`config.mk`:
```
export PLATFORM = sky130hd
export DESIGN_NAME = seg7_scan
export DESIGN_NICKNAME = d
export VERILOG_FILES = /design/src/rtl/seg7_pkg.sv /design/src/rtl/seg7_slot_timer.sv /design/src/rtl/seg7_scan.sv
export SDC_FILE = /design/constraint.sdc
export NUM_CORES = 1
export LEC_CHECK = 0
export CAP_MARGIN = 20
export CORE_MARGIN = 2
export CORE_UTILIZATION = 25
export CTS_BUF_LIST = sky130_fd_sc_hd__clkbuf_4 sky130_fd_sc_hd__clkbuf_8
export DETAILED_ROUTE_END_ITERATION = 7
export MAX_ROUTING_LAYER = met4
export PLACE_DENSITY = 0.45
export SYNTH_ARGS = -nofsm -noshare
export SYNTH_HDL_FRONTEND = slang
export SYNTH_SLANG_ARGS = --single-unit
```
`constraint.sdc`:
```
create_clock -name m_clock -period 5.1 [get_ports m_clock]
set_input_delay 1.02 -clock m_clock [delete_from_list [all_inputs] [get_ports m_clock]]
set_output_delay 1.02 -clock m_clock [all_outputs]
set_load 0.02 [all_outputs]
```
`src/rtl/seg7_pkg.sv`:
```
// seg7_pkg -- shared definitions for the multiplexed 7-segment scanner.
//   NUM_DIGITS : number of digit positions scanned
//   SEG_OFF    : segment bus value with every segment dark (active-low)
//   AN_OFF     : anode bus value with every digit deselected (active-low)
//   scan_state_t : scanner phase within a digit slot
//   an_select  : active-low one-hot anode pattern for a digit index
package seg7_pkg;

  localparam int         NUM_DIGITS = 6;
  localparam logic [7:0] SEG_OFF    = 8'hFF;
  localparam logic [5:0] AN_OFF     = 6'h3F;

  typedef enum logic [1:0] {
    ST_IDLE,
    ST_BLANK,
    ST_ON,
    ST_OFF
  } scan_state_t;

  function automatic logic [5:0] an_select(input logic [2:0] idx);
    logic [5:0] one_hot;
    one_hot = 6'b000001 << idx;
    return ~one_hot;
  endfunction

endpackage

```
`src/rtl/seg7_slot_timer.sv`:
```
// seg7_slot_timer -- digit slot counter for the 7-segment scanner.
//   m_clock, p_reset : system clock, asynchronous active-high reset
//   clear    : forces the counter back to slot 0, cnt 0 on the next edge
//   advance  : counts cnt 0..DIV-1, then steps idx 0..NUM_DIGITS-1 with wrap
//   cnt_next, idx_next : values the counter takes at the next edge
//   wrap     : current cycle is the last one of a slot
//   frame    : current cycle is the last one of the last slot
module seg7_slot_timer
  import seg7_pkg::*;
#(
  parameter int DIV = 1024
) (
  input  logic                    m_clock,
  input  logic                    p_reset,
  input  logic                    clear,
  input  logic                    advance,
  output logic [$clog2(DIV)-1:0]  cnt_next,
  output logic [2:0]              idx_next,
  output logic                    wrap,
  output logic                    frame
);

  localparam int               CW       = $clog2(DIV);
  localparam logic [CW-1:0]    CNT_LAST = CW'(DIV - 1);
  localparam logic [2:0]       IDX_LAST = 3'(NUM_DIGITS - 1);

  logic [CW-1:0] cnt;
  logic [2:0]    idx;

  assign wrap  = (cnt == CNT_LAST);
  assign frame = wrap && (idx == IDX_LAST);

  // clear wins over advance so a dropped enable always returns to slot 0.
  always_comb begin
    cnt_next = cnt;
    idx_next = idx;
    if (clear) begin
      cnt_next = '0;
      idx_next = '0;
    end else if (advance) begin
      if (wrap) begin
        cnt_next = '0;
        idx_next = (idx == IDX_LAST) ? 3'd0 : idx + 3'd1;
      end else begin
        cnt_next = cnt + CW'(1);
      end
    end
  end

  always_ff @(posedge m_clock or posedge p_reset) begin
    if (p_reset) begin
      cnt <= '0;
      idx <= '0;
    end else begin
      cnt <= cnt_next;
      idx <= idx_next;
    end
  end

endmodule

```
`src/rtl/seg7_scan.sv`:
```
// seg7_scan -- time-multiplexed driver for a 6-digit common-anode display.
//   m_clock, p_reset : system clock, asynchronous active-high reset
//   enable   : 0 blanks the display and parks the scanner at slot 0
//   digit_0..digit_5 : active-high segment patterns (bit7 = dp), digit_0 = LSD
//   bright   : duty control, 0 = 1/8 of the lit window, 7 = all of it
//   seg      : shared segment bus, active-low
//   an       : digit anode selects, active-low, at most one low
//   frame    : one-cycle pulse in the last cycle of a full scan
module seg7_scan
  import seg7_pkg::*;
#(
  parameter int DIV   = 1024,
  parameter int BLANK = 64
) (
  input  logic       m_clock,
  input  logic       p_reset,
  input  logic       enable,
  input  logic [7:0] digit_0,
  input  logic [7:0] digit_1,
  input  logic [7:0] digit_2,
  input  logic [7:0] digit_3,
  input  logic [7:0] digit_4,
  input  logic [7:0] digit_5,
  input  logic [2:0] bright,
  output logic [7:0] seg,
  output logic [5:0] an,
  output logic       frame
);

  localparam int CW     = $clog2(DIV);
  localparam int ONSTEP = (DIV - BLANK) / 8;

  scan_state_t   state, state_next;
  logic [7:0]    seg_l, seg_l_next;
  logic [2:0]    bright_l, bright_l_next;
  logic [CW-1:0] cnt_next;
  logic [2:0]    idx_next;
  logic          wrap;
  logic          slot_start;
  logic [7:0]    digit_sel;
  logic [31:0]   on_end;
  logic [7:0]    seg_d;
  logic [5:0]    an_d;

  seg7_slot_timer #(.DIV(DIV)) u_timer (
    .m_clock  (m_clock),
    .p_reset  (p_reset),
    .clear    (!enable),
    .advance  (enable && (state != ST_IDLE)),
    .cnt_next (cnt_next),
    .idx_next (idx_next),
    .wrap     (wrap),
    .frame    (frame)
  );

  always_comb begin
    digit_sel = digit_0;
    case (idx_next)
      3'd1:    digit_sel = digit_1;
      3'd2:    digit_sel = digit_2;
      3'd3:    digit_sel = digit_3;
      3'd4:    digit_sel = digit_4;
      3'd5:    digit_sel = digit_5;
      default: digit_sel = digit_0;
    endcase
  end

  // The slot latches are loaded on the edge that enters cnt=0, so the whole
  // slot, including its blank window, sees one stable pattern and duty.
  assign slot_start    = enable && ((state == ST_IDLE) || wrap);
  assign seg_l_next    = slot_start ? digit_sel : seg_l;
  assign bright_l_next = slot_start ? bright : bright_l;

  always_ff @(posedge m_clock or posedge p_reset) begin
    if (p_reset) begin
      state    <= ST_IDLE;
      seg_l    <= '0;
      bright_l <= '0;
    end else begin
      state    <= state_next;
      seg_l    <= seg_l_next;
      bright_l <= bright_l_next;
    end
  end

  // Decoded from the counter's next value so that the registered state (and
  // the registered outputs) line up with the cnt of the cycle they occupy.
  always_comb begin
    on_end     = 32'(BLANK) + (32'(bright_l_next) + 32'd1) * 32'(ONSTEP);
    state_next = ST_OFF;
    if (!enable) begin
      state_next = ST_IDLE;
    end else if (32'(cnt_next) < 32'(BLANK)) begin
      state_next = ST_BLANK;
    end else if (32'(cnt_next) < on_end) begin
      state_next = ST_ON;
    end
  end

  always_comb begin
    an_d  = AN_OFF;
    seg_d = SEG_OFF;
    if (state_next == ST_ON) begin
      an_d  = an_select(idx_next);
      seg_d = ~seg_l_next;
    end
  end

  // Registered outputs; the asynchronous reset darkens the display at once.
  always_ff @(posedge m_clock or posedge p_reset) begin
    if (p_reset) begin
      an  <= AN_OFF;
      seg <= SEG_OFF;
    end else begin
      an  <= an_d;
      seg <= seg_d;
    end
  end

endmodule

```
Yosys cells after proc, flatten, opt, wreduce, memory -nomap -nowiden

Cells that the tools add are included.

$add $sub $neg: 4
$mul: 1
Magnitude comparators: 2
Equal/unequal tests: 8
Shift-type cells: 1
Mux-type cells: 15
Bitwise operators: 2
Reductions and logical operators: 6

Operator list:

| cell                                                                  | number |
|---|---|
| 8-bit one-hot mux with 5 select lines                                 | 1 |
| 10-bit 2-to-1 mux                                                     | 3 |
| 8-bit 2-to-1 mux                                                      | 2 |
| 3-bit 2-to-1 mux                                                      | 5 |
| 7-bit by 11-bit adder with 12-bit output, first input constant        | 1 |
| 10-bit by 12-bit < comparator with 1-bit output                       | 1 |
| 10-bit by 1-bit adder with 10-bit output, second input constant       | 1 |
| 10-bit equality test, second input constant                           | 1 |
| 10-bit by 7-bit < comparator with 1-bit output, second input constant | 1 |
| 3-bit equality test, second input constant                            | 3 |
| 4-bit by 4-bit multiplier with 8-bit output, second input constant    | 1 |
| 8-bit inverter                                                        | 1 |
| 3-bit by 2-bit equality test with 1-bit output, second input constant | 2 |
| 6-bit 2-to-1 mux                                                      | 1 |
| 6-bit inverter                                                        | 1 |
| 1-bit by 3-bit left shift with 6-bit output, first input constant     | 1 |
| 3-bit by 1-bit adder with 4-bit output, second input constant         | 1 |
| 2-bit 2-to-1 mux                                                      | 2 |
| 3-bit by 1-bit adder with 3-bit output, second input constant         | 1 |
| 3-bit by 1-bit equality test with 1-bit output, second input constant | 1 |
| 1-bit logical AND                                                     | 3 |
| 2-bit equality test, second input constant                            | 1 |
| 2-bit zero test                                                       | 1 |
| 2-bit nonzero test                                                    | 1 |
| 2 further kinds                                                       | 2 |

Flip-flop bits (word level): 40
Input port bits: 54
Output and inout port bits: 15

Logic depth before layout (Yosys ltp)

Depth in word-level cells: 13
Gate-level depth with buffers: 17

Modules after synthesis

A second synthesis with hierarchy kept.

Cells, all modules: 267
Area, all modules: 2552.4 um2

Modules (own cells, without submodules):

| module          | times used | cells each | area an instance (um2) | seq. area each (um2) |
|---|---|---|---|---|
| seg7_scan       | 1          | 190        | 1795.5                 | 693.2 |
| seg7_slot_timer | 1          | 77         | 757.0                  | 325.3 |

Worst setup path after synthesis

OpenSTA, ideal clock, no wires.

Path type: in2reg
Start: input enable
End: register seg[2]
Library setup time: 92 ps
Data arrival time: 4258 ps
Required time: 5008 ps
Path slack: 749 ps
Stages on the path: 15
Cell sequence: and4_1 -> a32oi_2 -> mux2i_1 -> xnor2_1 -> ha_1 -> o311ai_0 -> xnor2_1 -> ha_1 -> a211oi_1 -> o21ai_0 -> a211oi_1 -> a21oi_1 -> a2bb2oi_2 -> buf_2 -> o211ai_1

Longest elaborated chain between the ends: 11
Elaborated cells between the ends (all ways): 25

Ends and longest elaborated chain:

| item                                            | line             | text |
|---|---|---|
| from (decl)                                     | seg7_scan.sv:17  | `input logic enable,` |
| 1-bit logical AND                               | seg7_scan.sv:70  | `assign slot_start = enable && ((state == ST_IDLE) \|\| wrap);` |
| 3-bit 2-to-1 mux                                | seg7_scan.sv:72  | `assign bright_l_next = slot_start ? bright : bright_l;` |
| 3-bit by 1-bit adder with 4-bit output          | seg7_scan.sv:89  | `on_end = 32'(BLANK) + (32'(bright_l_next) + 32'd1) * 32'(ONSTEP);` |
| 4-bit by 4-bit multiplier with 8-bit output     | seg7_scan.sv:89  |  |
| 7-bit by 11-bit adder with 12-bit output        | seg7_scan.sv:89  |  |
| 10-bit by 12-bit < comparator with 1-bit output | seg7_scan.sv:95  | `end else if (32'(cnt_next) < on_end) begin` |
| 1-bit 2-to-1 mux                                | seg7_scan.sv:95  |  |
| 2-bit 2-to-1 mux                                | seg7_scan.sv:93  | `end else if (32'(cnt_next) < 32'(BLANK)) begin` |
| 2-bit 2-to-1 mux                                | seg7_scan.sv:91  | `if (!enable) begin` |
| 2-bit equality test                             | seg7_scan.sv:103 | `if (state_next == ST_ON) begin` |
| 8-bit 2-to-1 mux (*)                            | seg7_scan.sv:103 |  |
| net seg_d[2]                                    | seg7_scan.sv:42  | `logic [7:0] seg_d;` |
| to (signal assigned)                            | seg7_scan.sv:116 | `seg <= seg_d;` |
| to (decl)                                       | seg7_scan.sv:25  | `output logic [7:0] seg,` |

The timed path passes the listed nets; every way through them passes the cells marked *.

Worst setup path in the final report

Start: input enable
End: register an[5]

Longest elaborated chain between the ends: 11
Elaborated cells between the ends (all ways): 19

Ends and longest elaborated chain:

| item                                            | line             | text |
|---|---|---|
| 1-bit logical AND                               | seg7_scan.sv:70  |  |
| 3-bit 2-to-1 mux                                | seg7_scan.sv:72  |  |
| 3-bit by 1-bit adder with 4-bit output          | seg7_scan.sv:89  |  |
| 4-bit by 4-bit multiplier with 8-bit output     | seg7_scan.sv:89  |  |
| 7-bit by 11-bit adder with 12-bit output        | seg7_scan.sv:89  |  |
| 10-bit by 12-bit < comparator with 1-bit output | seg7_scan.sv:95  |  |
| 1-bit 2-to-1 mux                                | seg7_scan.sv:95  |  |
| 2-bit 2-to-1 mux                                | seg7_scan.sv:93  |  |
| 2-bit 2-to-1 mux                                | seg7_scan.sv:91  |  |
| 2-bit equality test                             | seg7_scan.sv:103 |  |
| 6-bit 2-to-1 mux (*)                            | seg7_scan.sv:103 |  |
| net an_d[5]                                     | seg7_scan.sv:43  | `logic [5:0] an_d;` |
| to (signal assigned)                            | seg7_scan.sv:115 | `an <= an_d;` |
| to (decl)                                       | seg7_scan.sv:26  | `output logic [5:0] an,` |

Marks and branches as above.

==> impl_metrics.toml <==
[status]
status = "finished, final reports clean"

[floorplanning]
floorplan.initialDensity_pct = 25.8
placementRows = 37
die_area_um2 = 11500
floorplan_core_area_um2 = 10300
ios = 69
die_width_um = 107
chipHeight_um = 107

[timing]
final-setup-viol-count = 0
tightest_slew_ns = 0.617
min_cycle_time_layout_ns = 4.60
rel_slew_slack_pct = 58.6
worst_clock_skew_ns = 0.00405
rsz0062_at_grt = "false"
timing.setup.tns_ns = 0
setup_slack_ns = 0.498
finalCritPeriodShare_pct = 90.2
hold_viol = 0
timing.final.max_slew_violations = 0
max_freq_mhz = 217

[cells_and_area]
layout-area-overhead-vs-synth_pct = 35.7
drive_above_1_share_pct = 14.9
final_net_count = 423
n_antenna_cell = 0
post_layout_nonfiller_instances = 498

[clocking]
postCtsHoldBufs = 0
cts.sink_count = 40
cts_tree = "built"
cts_htree_levels = 2
clk_pin_slew_ns = 0.08
cts_post_setup_buffers_inserted = 0
clockRootBuffer = "sky130_fd_sc_hd__clkbuf_8"
worstSkewPairLatency_ns = 0.29
cts-resized-gates = 0
cts_made_buffers = 5
max-clock-path-buffers = 2

[global_route]
gr-usage-all-layers_pct = 14.5
grt_pass1_wl_um = 12700
number_of_global_route_vias_before_repair = 2422
grt_antenna_before_repair = 0
grt_start_max_net_pins = 41
gr-total-overflow = 0

[hold_path]
hold_path_class = "register to register"

[synth]
ys_types = 50
library_cell_with_the_highest_instance_count_after_synthesis = "sky130_fd_sc_hd__nor2_1"
netlist_instances = 290
avgSynthCellArea_um2 = 9.20
synth_area_um2 = 2670
synth.top_cells.by_count = "42 x sky130_fd_sc_hd__nor2_1, 26 x sky130_fd_sc_hd__dfrtp_1, 24 x sky130_fd_sc_hd__nand2_1, 15 x sky130_fd_sc_hd__nand3_1, 14 x sky130_fd_sc_hd__dfstp_2"
netlist.top_cell.by_area = "sky130_fd_sc_hd__dfrtp_1"
fraction_of_post_synthesis_cell_area_in_the_top_cell_type_by_area_pct = 24.4
sequential_cell_area_fraction_in_the_yosys_report_pct = 38.2
postSynthRegisterBits = 40
synth-warning-count = 0
ys.flop_type = "sky130_fd_sc_hd__dfrtp_1"
syn-num-nets = 352
synthTopCellsByArea = "sky130_fd_sc_hd__dfrtp_1 24%, sky130_fd_sc_hd__dfstp_2 14%, sky130_fd_sc_hd__nor2_1 5.9%, sky130_fd_sc_hd__mux2i_1 4.5%, sky130_fd_sc_hd__ha_1 3.8%"
asyncSetResetFlopFracSynth_pct = 100
synth_edf_count = 0

[detailed_routing]
route.detailed.wl_per_inst_um = 15.6
drc_errors = 0
detailed_route_via_count = 2362
first_iter_violations = 85
detailedRoute.firstPassIterationCount = 4
totalWireLength_um = 7750
post_drt_via_cell_ratio = 4.74
route.antenna.remaining_nets = 0

[critical_path]
cp-end-kind = "register"
worstPathMaxFanout = 15
worst_setup_path_endpoint = "an[5]"
rr_startpoint = "u_timer.cnt[0]"
start_kind = "primary input"
timing.reg2reg.setup_slack_ns = 1.06
critical_path_data_required_time_ns = 5.30
critical_path.reg2reg.endpoint = "an[5]"
arrival_ns = 4.80
critical_path.startpoint = "enable"
rr_worst_depth = 16
critPathKind = "primary input to register"

[power_and_ir_drop]
power.density_nw_per_um2 = 208
worst_case_vdd_ir_drop_mv = 0.104
leakage_uw = 0.00144

[placed_design]
buffer_ports.inserted = 68
place_ws_ns = 0.169
dpl.hpwl_um = 5840
routabilityCongestion = 0.799
numPlacedInstances = 490

[job]
maxcap_violations = 0
[where the power goes]
group          leakage [µW]  internal [µW]  switching [µW]
logic              0.000903           80.7            69.3
registers          0.000476            331            5.48
clock network     0.0000586            151             116
total               0.00144            562             191
[registers in the layout, summed over array words and instances, names as in the netlist]
register / flops
u_timer.cnt: 10
seg: 8
seg_l: 8
an: 6
bright_l: 3
u_timer.idx: 3
state: 2
[through the flow]
step | hold WS, ns | utilization, % | area [µm²] | total power, µW
6_report | 0.578 | 35.1 | 3620 | 753
2_1_floorplan | 0.528 | - | 2670 | 424
3_5_place_dp | 0.565 | 34.0 | 3510 | 494
4_1_cts | 0.575 | 35.1 | 3620 | 767
3_3_place_gp | 0.545 | 34.0 | 3510 | 494
5_1_grt | 0.647 | 35.1 | 3620 | 799
[cells by family (layout without fill, tap and decap cells)]
logic type               Yosys count  in the layout  synth area share (%)
adder cells (fa/ha/maj)            8              8                  3.75
AND/OR/NAND/NOR                  116            116                  22.6
buffers and inverters             22             94                  3.85
flip-flops                        40             40                  38.2
multiplexers                      20             20                  8.30
AO/OA/AOI/OAI                     73             73                  19.7
XOR/XNOR                          11             11                  3.61
[area by class of cell]
type                            count  area [µm²]
Fill cell                        1045        6700
Tap cell                          136         170
Sequential cell                    40        1020
Inverter                           11        41.3
Multi-Input combinational cell    228        1550
Clock buffer                        6        76.3
Clock inverter                      2        35.0
Timing Repair Buffer               75         733
[worst min path at each step]
stage	from	to	depth (start not counted)
floorplan	u_timer.cnt[1]	u_timer.cnt[1]	2
global placement	u_timer.cnt[1]	u_timer.cnt[1]	2
detailed placement	u_timer.cnt[1]	u_timer.cnt[1]	2
CTS	u_timer.cnt[1]	u_timer.cnt[1]	2
global route	u_timer.cnt[1]	u_timer.cnt[1]	2
finish	u_timer.cnt[1]	u_timer.cnt[1]	2
[worst max-delay path, cell delays in order]
cell,delay [ns]
sky130_fd_sc_hd__clkdlybuf4s50_1,0.46
sky130_fd_sc_hd__and4_1,0.24
sky130_fd_sc_hd__a32oi_2,0.33
sky130_fd_sc_hd__buf_4,0.31
sky130_fd_sc_hd__mux2i_1,0.28
sky130_fd_sc_hd__ha_1,0.29
sky130_fd_sc_hd__o311ai_0,0.43
sky130_fd_sc_hd__xnor2_1,0.12
sky130_fd_sc_hd__ha_1,0.19
sky130_fd_sc_hd__a211oi_1,0.18
sky130_fd_sc_hd__o21ai_0,0.14
sky130_fd_sc_hd__a211oi_1,0.24
sky130_fd_sc_hd__a21oi_1,0.08
sky130_fd_sc_hd__a2bb2oi_2,0.14
sky130_fd_sc_hd__buf_4,0.22
sky130_fd_sc_hd__nand4_1,0.13
[metal layers]
layer / up-vias / wire length (µm) / global-route usage [%]
li1: 1200 / - / -
met1: 1108 / 3890 / 20.3
met2: 44 / 3550 / 21.8
met3: 10 / 209 / 2.00
met4: 0 / 108 / 4.17
met5: - / 0 / -
[cell usage in the layout, fill, tap and decap left out, types with 9 or more instances in the layout]
cell type	instances
sky130_fd_sc_hd__o22ai_1	9
sky130_fd_sc_hd__nand2_1	24
sky130_fd_sc_hd__o211ai_1	12
sky130_fd_sc_hd__nor2_1	42
sky130_fd_sc_hd__dfstp_2	14
sky130_fd_sc_hd__mux2i_1	12
sky130_fd_sc_hd__dfrtp_1	26
sky130_fd_sc_hd__nand3_1	15
sky130_fd_sc_hd__clkdlybuf4s50_1	68
sky130_fd_sc_hd__xnor2_1	9
Note: power is estimated with default switching activity, not from simulation.
